## src/rtl/diff_input.sv

```systemverilog
// diff_input: captures two 4-bit switch operands on debounced button presses
// and shows their absolute difference and sign.
//
// Ports
//   clk    in   sole clock, rising edge
//   rst    in   synchronous active-high reset
//   sw     in   [3:0] operand value, sampled only on a press event
//   btn    in   raw confirm button (asynchronous, bouncy)
//   diff   out  [3:0] registered |A-B|
//   sinal  out  registered sign, 1 when A<B
//   valid  out  registered, 1 while diff/sinal hold a result
//   phase  out  [1:0] current state: IDLE=00 WAIT_B=01 CALC=10 SHOW=11
module diff_input #(
   parameter int DEB_CYCLES = 16
) (
   input  logic       clk,
   input  logic       rst,
   input  logic [3:0] sw,
   input  logic       btn,
   output logic [3:0] diff,
   output logic       sinal,
   output logic       valid,
   output logic [1:0] phase
);

   typedef enum logic [1:0] {
      IDLE   = 2'b00,
      WAIT_B = 2'b01,
      CALC   = 2'b10,
      SHOW   = 2'b11
   } state_t;

   localparam logic [15:0] CNT_MAX = 16'(DEB_CYCLES - 1);

   logic        s1, s2;
   logic        deb, deb_q;
   logic [15:0] cnt;
   logic [1:0]  settle;
   logic        armed;
   logic        press;
   state_t      state, state_n;
   logic [3:0]  a, b;

   // two-flop synchronizer
   always_ff @(posedge clk) begin
      if (rst) begin
         s1 <= 1'b0;
         s2 <= 1'b0;
      end else begin
         s1 <= btn;
         s2 <= s1;
      end
   end

   // debounced level follows s2 only after DEB_CYCLES consecutive mismatches
   always_ff @(posedge clk) begin
      if (rst) begin
         deb   <= 1'b0;
         deb_q <= 1'b0;
         cnt   <= '0;
      end else begin
         deb_q <= deb;
         if (s2 == deb) begin
            cnt <= '0;
         end else if (cnt == CNT_MAX) begin
            deb <= s2;
            cnt <= '0;
         end else begin
            cnt <= cnt + 16'd1;
         end
      end
   end

   // Events stay disarmed after reset until the synchronizer has flushed and
   // the button is seen released, so a button held through reset release
   // produces nothing until it is let go and pressed again.
   always_ff @(posedge clk) begin
      if (rst) begin
         settle <= 2'd0;
         armed  <= 1'b0;
      end else begin
         if (settle != 2'd3) settle <= settle + 2'd1;
         if (settle == 2'd3 && !s2 && !deb) armed <= 1'b1;
      end
   end

   assign press = armed & deb & ~deb_q;

   always_ff @(posedge clk) begin
      if (rst) state <= IDLE;
      else     state <= state_n;
   end

   always_comb begin
      state_n = state;
      case (state)
         IDLE:    if (press) state_n = WAIT_B;
         WAIT_B:  if (press) state_n = CALC;
         CALC:    state_n = SHOW;
         SHOW:    if (press) state_n = IDLE;
         default: state_n = IDLE;
      endcase
   end

   always_ff @(posedge clk) begin
      if (rst) begin
         a     <= 4'd0;
         b     <= 4'd0;
         diff  <= 4'd0;
         sinal <= 1'b0;
         valid <= 1'b0;
      end else begin
         case (state)
            IDLE:   if (press) a <= sw;
            WAIT_B: if (press) b <= sw;
            CALC: begin
               valid <= 1'b1;
               if (a >= b) begin
                  diff  <= a - b;
                  sinal <= 1'b0;
               end else begin
                  diff  <= b - a;
                  sinal <= 1'b1;
               end
            end
            SHOW: if (press) begin
               diff  <= 4'd0;
               sinal <= 1'b0;
               valid <= 1'b0;
            end
            default: begin
               diff  <= 4'd0;
               sinal <= 1'b0;
               valid <= 1'b0;
            end
         endcase
      end
   end

   assign phase = state;

endmodule

```

## config.mk

```make
export PLATFORM = sky130hd
export DESIGN_NAME = diff_input
export DESIGN_NICKNAME = d
export VERILOG_FILES = /design/src/rtl/diff_input.sv
export SDC_FILE = /design/constraint.sdc
export NUM_CORES = 1
export LEC_CHECK = 0
export CAP_MARGIN = 20
export CORE_MARGIN = 4
export CORE_UTILIZATION = 28
export DETAILED_ROUTE_END_ITERATION = 6
export GPL_TIMING_DRIVEN = 1
export PLACE_DENSITY_LB_ADDON = 0.3
export SLEW_MARGIN = 20
export SYNTH_ARGS = -nofsm -noshare
export SYNTH_HDL_FRONTEND = slang
export SYNTH_SLANG_ARGS = --single-unit
```

## constraint.sdc

```tcl
create_clock -name clk -period 2.8 [get_ports clk]
set_input_delay 0.56 -clock clk [delete_from_list [all_inputs] [get_ports clk]]
set_output_delay 0.56 -clock clk [all_outputs]
set_load 0.005 [all_outputs]
```

* Yosys cells after proc, flatten, opt, wreduce, memory -nomap -nowiden
Cells that the tools add are included.
** Operators by class
- Equal/unequal tests :: 10
- Add/subtract/negate cells :: 4
- Bitwise operators :: 4
- Order comparisons :: 1
- Reductions and logical operators :: 12
- Mux-type cells :: 11
** Operator list (number)
- $add 16x1->16 const B :: 1
- $eq 16x4->1 const B :: 1
- $mux 4 :: 2
- $ne 2x2->1 const B :: 4
- $pmux 2 s4 :: 1
- $pmux 4 s2 :: 1
- $reduce_and 2->1 :: 4
- $sub 4x4->4 :: 2
- $eq 2x2->1 const B :: 3
- $mux 2 :: 3
- $ge 4x4->1 :: 1
- $pmux 1 s2 :: 2
- $reduce_and 3->1 :: 1
- $reduce_or 3->1 :: 1
- $add 2x1->2 const B :: 1
- $and 1x1->1 :: 2
- $eq 2x1->1 const B :: 1
- $logic_and 1x1->1 :: 2
- $logic_not 1->1 :: 2
- $logic_not 2->1 :: 1
- $mux 1 :: 2
- $not 1->1 :: 2
- $reduce_bool 2->1 :: 1
- $eq 1x1->1 :: 1
** Word-level totals
- Register bits :: 39
- Output and inout bits :: 8
- Word-level logic and storage cells :: 55

* Depth between registers and ports, before layout
- Depth in word-level cells :: 4
- Mapped depth :: 9
- Mapped depth without buffers :: 9

* Worst setup path after synthesis
No wires, ideal clock.
- Kind :: register -> register
- Start point :: reg a[0]
- End point :: reg diff[2]
- Data arrival time :: 1.669 ns
- Period minus slack after synthesis :: 1.787 ns
- Slack :: 1.013 ns
- Setup time :: 0.117 ns
- Required time :: 2.683 ns
- Cell stages (with the launch flop) :: 10
- Cell sequence :: dfxtp_1 > inv_1 > ha_1 > inv_1 > fa_1 > a21o_1 > a31o_2 > o21ai_1 > xnor2_1 > o21ai_1
** Between the ends
- Word-level cells in the longest chain between the ends :: 3
** Ends and longest elaborated chain
- start, declared :: RTL line 42 : logic [3:0] a, b;
- start signal, assigned :: RTL line 114 : IDLE: if (press) a <= sw;
- $sub 4x4->4, or another cell as far along :: RTL line 122 : diff <= b - a;
- $mux 4 (*) :: RTL line 118 : if (a >= b) begin
- $pmux 4 s2 (*) :: RTL line 113 : case (state)
- end signal, assigned :: RTL line 119 : diff <= a - b;
- end signal, assigned :: RTL line 122
- end, declared :: RTL line 20 : output logic [3:0] diff,
Every way passes the cells marked *; elsewhere a longest branch is shown, timed or not.
A chain may end at the register's enable or synchronous reset.

* Final worst setup path
Same ends and word-level chain as after synthesis.

==> flow_metrics.py <==
metrics = {
    "setup_path": {
        "crit_end": "diff[2]",
        "worst-endpoint-required_ps": 2990,
        "rrSetupSlack_ps": 920,
        "crit_type": "flip-flop to flip-flop",
        "reg2reg_from": "a[0]",
        "critPathMaxFanout": 4,
        "crit_path_end_kind": "flip-flop",
        "worstSetupStartpointType": "flip-flop",
        "arrival_ps": 2070,
        "r2r_cells": 9,
        "startpoint": "a[0]",
        "worst_r2r_endpoint": "diff[2]",
    },
    "route": {
        "remaining_drc_errors": 0,
        "first_pass_iters": 4,
        "drtIter0Drc": 53,
        "drtAntennaViolNets": 0,
        "vias": 1392,
        "via_per_inst": 4.58,
        "wire_per_inst_um": 11.1,
        "finalWirelength_mm": 3.37,
    },
    "synthesis": {
        "synth-main-ff-cell": "dfxtp_1",
        "syn_area_um2": 1860,
        "synth_compound_gate_area_share_pct": 9.34,
        "synth_fa_ha_area_share_pct": 11.6,
        "ys_ff_latch": 39,
        "synth_edf_count": 0,
        "async_flop_share_pct": 0,
        "synth_top_family_by_area": "simple AND/OR/NAND/NOR gates",
        "yosysSeqAreaShare_pct": 41.9,
        "yosys_warnings": 0,
        "synth_xor_area_share_pct": 8.46,
        "syn_nets": 232,
        "synth_area_per_cell_um2": 8.91,
        "syn_inst": 209,
        "synth-simple-area-share_pct": 22.4,
        "synthDistinctLibCells": 34,
        "synthMuxAreaShare_pct": 2.15,
    },
    "floorplanning": {
        "dieArea_um2": 8020,
        "num_rows": 29,
        "io_pins": 15,
        "die_x_um": 89.6,
        "core-area_um2": 6420,
        "die_h_um": 89.6,
        "initial_core_util_pct": 29.0,
    },
    "timing": {
        "post-route-period-util_pct": 67.1,
        "clock_skew_ps": 9.16,
        "slew_violations": 0,
        "fmax_ghz": 0.532,
        "period_needed_ps": 1880,
        "holdWs_ps": 448,
        "tightestPinTransition_ps": 793,
        "hold_viol": 0,
        "setup_viol": 0,
        "fin_tns_setup_ps": 0,
        "maxSlewHeadroom_pct": 47.0,
        "rsz0062_at_grt": "no",
    },
    "place": {
        "gp_congestion": 0.745,
        "dpl.hpwl_mm": 2.55,
        "dpl_cell_area_um2": 2090,
        "io_buffers": 14,
    },
    "finish": {
        "design_area_um2": 2170,
        "insertedDiodeCount": 0,
        "area_delta_synth_final_pct": 16.7,
        "filler_cell_count": 660,
        "drive_gt1_share_pct": 7.49,
        "post-route-util_pct": 33.9,
        "final_nets": 249,
    },
    "clock_tree": {
        "cts_buffers": 5,
        "cts_hold_buf": 0,
        "clkLatencyLatePin_ps": 290,
        "cts_tree": "built",
        "cts_resized": 0,
        "cts.path.max_buffers": 2,
        "root_buffer": "clkbuf_8",
        "cts_max_level": 2,
        "postCtsSetupRepairBufs": 0,
        "clk_pin_slew_worst_paths_ps": 80,
        "cts_sinks": 39,
    },
    "grt": {
        "grt.overflow.total": 0,
        "grt_util_all_layers_pct": 9.48,
        "grt_antenna_before_repair": 0,
        "grt_pass1_wl_mm": 5.91,
        "grt_pass1_vias": 1316,
        "grt_max_degree": 15,
    },
    "run_status": {
        "status": "completed",
    },
    "pwr": {
        "power.density_nw_per_um2": 485,
        "vdd_drop_max_uv": 249,
        "power_leakage_nw": 0.794,
    },
    "min_path": {
        "hold_path.class": "flip-flop to flip-flop",
    },
    "flow_run": {
        "drv_cap": 0,
    },
}
critical path, stage by stage, from the launching register on:
cell and delay, ps:
dfxtp_1 330, inv_1 60, ha_1 150, inv_1 50
fa_1 360, a21o_1 180, a31o_2 280, o21ai_1 150
xnor2_1 130, o21ai_1 70
through the flow:
step,worst slack (ps),instances,total power [W]
finish,921,304,0.00105
global route,820,304,0.00111
CTS,901,304,0.00107
detailed placement,867,296,0.000686
global placement,916,296,0.000685
floorplan,1010,209,0.000651
synthesized netlist by cell type (all sizes together), types with 2 or more instances:
library cell	count	share of area, %
xnor2	5	2.4
nor3	3	0.81
and3	5	1.9
mux2i	4	2.1
nand2	20	4.0
nor2b	6	2.0
o21a	2	0.81
ha	14	9.4
and4	2	1.2
buf	3	0.94
nor4	3	1.0
clkbuf	3	0.60
a211oi	2	0.81
inv	13	2.6
nand3	13	3.5
nor2	26	5.5
a21oi	13	3.5
a21o	2	0.81
o21ai	5	1.3
dfxtp	39	42
fa	2	2.1
nand4	4	1.3
xor2	13	6.1
kinds of logic (layout without fill, tap and decap cells):
| family | count (synthesis) | count (layout) |
|---|---|---|
| mux | 4 | 4 |
| flops | 39 | 39 |
| xor+xnor | 18 | 18 |
| buf+inv | 19 | 37 |
| compound gates | 28 | 28 |
| fa+ha+maj | 16 | 16 |
| simple gates | 85 | 85 |
registers in the layout, indices dropped and copies added (netlist names):
register  count
armed         1
a             4
s1            1
valid         1
sinal         1
phase         2
b             4
deb           1
cnt          16
s2            1
settle        2
diff          4
deb_q         1
metal layers:
metal	vias to the layer above	global-route usage (%)	wire length, um
met4	0	5.28	112
met5	-	0	0
li1	740	-	-
met1	623	12.6	1720
met3	11	2.55	115
met2	18	13.8	1430
layout make-up:
class | instances | area (um2) | area share (%)
Clock inverter | 3 | 20.0 | 0.921
Inverter | 13 | 48.8 | 2.24
Timing Repair Buffer | 16 | 155 | 7.13
Clock buffer | 5 | 68.8 | 3.16
Tap cell | 77 | 96.3 | 4.43
Sequential cell | 39 | 781 | 35.9
Multi-Input combinational cell | 151 | 1000 | 46.2
how the worst min path moves through the flow:
stage | endpoint | startpoint | cells past startpoint
after floorplan | s2 | s1 | 1
after global placement | s2 | s1 | 1
after detailed placement | s2 | s1 | 1
after CTS | s2 | s1 | 1
after global routing | diff[2] | diff[2] | 2
final | s2 | s1 | 1
where the power goes:
part           switching [W]  leakage [nW]  total (W)  internal, W
Combinational      0.0000484         0.439  0.0000927    0.0000443
Clock               0.000209        0.0402   0.000382     0.000173
Sequential         0.0000101         0.315   0.000579     0.000569
Total               0.000267         0.794    0.00105     0.000787
layout by cell type (no fill, tap or decap), types with 3 or more instances in the layout:
cell type and n:
xnor2_1 5, nor3_1 3, nand2_1 20, clkbuf_8 5, xor2_1 13, dfxtp_1 39, o21ai_0 3, nand3_1 13
nor2b_1 6, nor4_1 3, nand4_1 4, clkdlybuf4s50_1 14, a21oi_1 13, ha_1 14, mux2i_1 4, and3_1 4
nor2_1 24, inv_1 13
(Power assumes the default switching activity.)
==> variant 1, RTL diff (same flow settings) <==
Set the parameter `DEB_CYCLES` to 8 (it was 16).
--- a/src/rtl/diff_input.sv
+++ b/src/rtl/diff_input.sv
@@ -11,7 +11,7 @@
 //   valid  out  registered, 1 while diff/sinal hold a result
 //   phase  out  [1:0] current state: IDLE=00 WAIT_B=01 CALC=10 SHOW=11
 module diff_input #(
-   parameter int DEB_CYCLES = 16
+   parameter int DEB_CYCLES = 8
 ) (
    input  logic       clk,
    input  logic       rst,
Formal check against the unedited RTL: no difference found for any inputs over 10 cycles, from zero or initial values and one cycle with rst high; that may be too few to reach the edited logic, so the function may still have changed.
==> variant 1 against the unedited design <==
  * Final area up 0.63%
  * Worst setup slack got worse by 0.045 ns
  * Sequential cell count is the same
  * Area after synthesis fell by 0.74%
  * Routed wire length shrank 2.2%
  * Total power is 7.5% higher
  * Sequential power about the same
  * Sequential share of layout area decreased by 0.23 points
==> variant 1: results (changes against the unedited design) <==
[final_layout]
clkCellAreaFrac=0.0515  ; +0.0106
final_core_util=0.343  ; +0.00408
nMultiInputCombCells=155  ; +2.6%
seq_share=0.357  ; -0.00226
num-fill-cells=688  ; +4.2%
buffer_area_frac=0.0709  ; -0.000449
fin_nets=253  ; +1.6%
multi_input_area_sq_um=995  ; -1.0%
drive_gt1_frac=0.0563  ; -0.0186
largest_reg_flops=16  ; unchanged

[logic_synthesis]
synth_fa_ha_area_frac=0.116  ; +0.000860
synth_compound_area_frac=0.0940  ; +0.000695
synth_area_per_cell_sq_um=8.72  ; -2.1%
synthMuxAreaShare=0.0217  ; +0.000160
syn_inst=212  ; +1.4%
syn_nets=235  ; +1.3%
synth_xor_area_frac=0.0853  ; +0.000630
ys_top_cells_by_area=dfxtp_1 (42%), ha_1 (9.5%), nor2_1 (6.1%)
synth_common_cells=dfxtp_1 (39), nor2_1 (30), nand2_1 (21)
synthDistinctLibCells=32  ; -5.9%
ys_seq_area_frac=0.422  ; +0.00312

[routing]
wl_per_cell_um=10.7  ; -3.5%
vias=1376  ; -1.1%
first_iter_violations=70  ; +32%

[setup_path]
reg2reg_from=b[0]$_SDFFE_PP0P_
r2r_slack_ns=0.88  ; -0.04 ns
cp.arrival_ns=2.09  ; +0.02 ns
reg2reg_depth=8  ; -1

[run_status]
status=completed

[grt]
grtUsageTotal=0.0928  ; -0.00201
grt_max_degree=16  ; +1
grt_pass1_wl_um=5870  ; -0.69%

[timing]
skew_ns=0.00991  ; +0.000754 ns
worst_pin_slew_ns=0.479  ; -0.313 ns

[placement]
dpl_cell_area_sq_um=2080  ; -0.48%
dp_cells=300  ; +1.4%
gp_congestion=0.762  ; +2.2%

[pwr]
vdd_drop_max_mv=0.289  ; +16%

-- variant 1: cell count changes in the layout (fill, tap and decap cells not counted), sizes merged, moves of 2 or more --
cell / unedited run / this run
and4: 2 / 0
nor2: 26 / 31
nand2: 20 / 22
xor2: 13 / 11
clkinvlp: 2 / 0
xnor2: 5 / 7
-- variant 1: worst max path at each step --
stage          cells past startpoint  slack (ns)                   end
2_1_floorplan                      9        1.02  diff[2]$_SDFFE_PP0P_
3_3_place_gp                       8        0.90  diff[3]$_SDFFE_PP0P_
3_5_place_dp                       8        0.88  diff[3]$_SDFFE_PP0P_
4_1_cts                            8        0.86  diff[3]$_SDFFE_PP0P_
5_1_grt                            8        0.71  diff[2]$_SDFFE_PP0P_
6_report                           8        0.88  diff[3]$_SDFFE_PP0P_
-- variant 1: critical path, stage by stage, from the launching register on --
cell,delay (ns)
dfxtp_1,0.37
ha_1,0.19
inv_1,0.05
fa_1,0.37
a21o_1,0.18
a31o_1,0.28
o32ai_2,0.12
xor2_1,0.16
o21ai_0,0.08
-- variant 1: stage by stage --
| step | hold slack [ns] | power (W) |
|---|---|---|
| global placement | 0.421 | 0.000684 |
| global route | 0.460 | 0.00119 |
| detailed placement | 0.428 | 0.000686 |
| CTS | 0.448 | 0.00115 |
| floorplan | 0.414 | 0.000651 |
| finish | 0.439 | 0.00113 |
-- variant 1: per-layer routing --
| layer | vias up | global-route usage | routed length, um |
|---|---|---|---|
| met1 | 616 | 0.131 | 1740 |
| met4 | 0 | 0.0365 | 53 |
| met2 | 16 | 0.133 | 1380 |
| met5 | - | 0 | 0 |
| li1 | 740 | - | - |
| met3 | 4 | 0.0258 | 127 |
-- variant 1: where the power goes --
part           internal [W]  switching, W   total, W
registers          0.000569     0.0000100   0.000579
logic             0.0000439     0.0000491  0.0000930
clock network      0.000265      0.000196   0.000461
==> variant 2, RTL diff (config.mk and constraints unchanged) <==
Made on the original files. Put one more register stage on the output `valid`, cleared by the reset. The value now appears one clock later. The other outputs are not delayed to match. Comments in the files are not updated.
--- a/src/rtl/diff_input.sv
+++ b/src/rtl/diff_input.sv
@@ -31,6 +31,8 @@
    } state_t;
 
    localparam logic [15:0] CNT_MAX = 16'(DEB_CYCLES - 1);
+
+   logic valid_s0;
 
    logic        s1, s2;
    logic        deb, deb_q;
@@ -108,13 +110,13 @@
          b     <= 4'd0;
          diff  <= 4'd0;
          sinal <= 1'b0;
-         valid <= 1'b0;
+         valid_s0 <= 1'b0;
       end else begin
          case (state)
             IDLE:   if (press) a <= sw;
             WAIT_B: if (press) b <= sw;
             CALC: begin
-               valid <= 1'b1;
+               valid_s0 <= 1'b1;
                if (a >= b) begin
                   diff  <= a - b;
                   sinal <= 1'b0;
@@ -126,12 +128,12 @@
             SHOW: if (press) begin
                diff  <= 4'd0;
                sinal <= 1'b0;
-               valid <= 1'b0;
+               valid_s0 <= 1'b0;
             end
             default: begin
                diff  <= 4'd0;
                sinal <= 1'b0;
-               valid <= 1'b0;
+               valid_s0 <= 1'b0;
             end
          endcase
       end
@@ -139,5 +141,13 @@
 
    assign phase = state;
 
+   always_ff @(posedge clk) begin
+      if (rst) begin
+         valid <= '0;
+      end else begin
+         valid <= valid_s0;
+      end
+   end
+
 endmodule
 
Check against the original RTL: same outputs for any inputs over 10 cycles, from zero or initial values and one cycle with rst high; that may be too few to reach the edited logic, so the function may still have changed.
==> variant 2 against the unedited design <==
  * Routed wire length shrank 2.9%
  * Largest cell class unchanged
  * Via count shrank 1.7%
  * Clock power grew 2%
  * Worst setup slack lost 0.095 ns
  * Final area grew 0.92%
  * Area after synthesis grew 1.4%
  * Sequential power grew 3%
  * Total power grew 1.8%
  * Sequential cell count grew 1
==> variant 2: results (changes against the unedited design) <==
[clock_network]
cts_root_buf=clkbuf_8

[timing]
skew_ns=0.00298  ; -0.00618 ns
worst_pin_slew_ns=0.782  ; -0.0108 ns

[final_layout]
multi_input_area_sq_um=1010  ; +0.62%
nMultiInputCombCells=152  ; +0.66%
buffers=15  ; -1
n_clock_buffer=8  ; +3
seq_share=0.365  ; +0.00585
fin_nets=250  ; +0.40%
clkCellAreaFrac=0.0410  ; +0.000198
num-fill-cells=675  ; +2.3%
area_growth_pct=16.2
buffer_area_frac=0.0673  ; -0.00407

[run_status]
status=completed

[placement]
dp_slack_ns=0.810  ; -0.0576 ns
dpl_cell_area_sq_um=2100  ; +0.90%
hpwl_um=2450  ; -3.7%
dp_cells=297  ; +0.34%
gp_congestion=0.793  ; +6.4%

[setup_path]
cp.arrival_ns=2.15  ; +0.08 ns
slowest_delay_ns=0.39  ; +0.03 ns

[routing]
vias=1368  ; -1.7%
dr_wl_met2_um=1310  ; -8.2%
first_iter_violations=77  ; +45%
dr_wl_met3_um=146  ; +27%
wl_met1_um=1740  ; +1.6%
viasPerCell=4.49  ; -2.0%
dr.pass1.iters=4  ; unchanged
wl_per_cell_um=10.7  ; -3.2%

[pwr]
total_leakage_power_nw=0.805  ; +1.4%
comb-power_w=0.0000912  ; -2%
clock_power_share=0.361  ; -0.002
vdd_drop_max_mv=0.219  ; -12%
p_int_w=0.000828  ; +5.2%
powerDensity_nw_per_um2=489  ; +0.86%

[grt]
grt_max_degree=18  ; +3
grt_pass1_wl_um=5780  ; -2.1%
grt_pass1_vias=1322  ; +0.46%
grtUsageTotal=0.0851  ; -0.00968

[logic_synthesis]
syn_nets=234  ; +0.86%
ys_top_cells_by_area=dfxtp_1 (42%), ha_1 (9.3%), xor2_1 (6.0%)
ys_seq_area_frac=0.424  ; +0.00477
synth_fa_ha_area_frac=0.114  ; -0.00161
postSynth.asyncResetShare=0  ; unchanged
synth_compound_area_frac=0.0921  ; -0.00130
synthMuxAreaShare=0.0212  ; -0.000299
synth_common_cells=dfxtp_1 (40), nor2_1 (24), nand2_1 (20)

variant 2: logic make-up after synthesis:
kind of cell | after synthesis
flip-flops | 40
AO/OA/AOI/OAI | 28
AND/OR/NAND/NOR | 86
XOR/XNOR | 18
buffers and inverters | 19
adder cells (fa/ha/maj) | 16
multiplexers | 4
variant 2: routing by layer:
layer / up-vias / track usage
met1: 607 / 0.113
met4: 0 / 0.0421
met2: 22 / 0.126
li1: 734 / -
met5: - / 0
met3: 5 / 0.0242
variant 2: path summary, 6_finish.rpt:
check                         endpoint               from  slack (ns)  cells after the start
hold reg to reg          s2$_SDFF_PP0_      s1$_SDFF_PP0_        0.44                      1
setup reg to reg  diff[3]$_SDFFE_PP0P_  a[0]$_SDFFE_PP0P_        0.83                      9
setup / recovery  diff[3]$_SDFFE_PP0P_  a[0]$_SDFFE_PP0P_        0.83                      9
hold / removal           s2$_SDFF_PP0_      s1$_SDFF_PP0_        0.44                      1
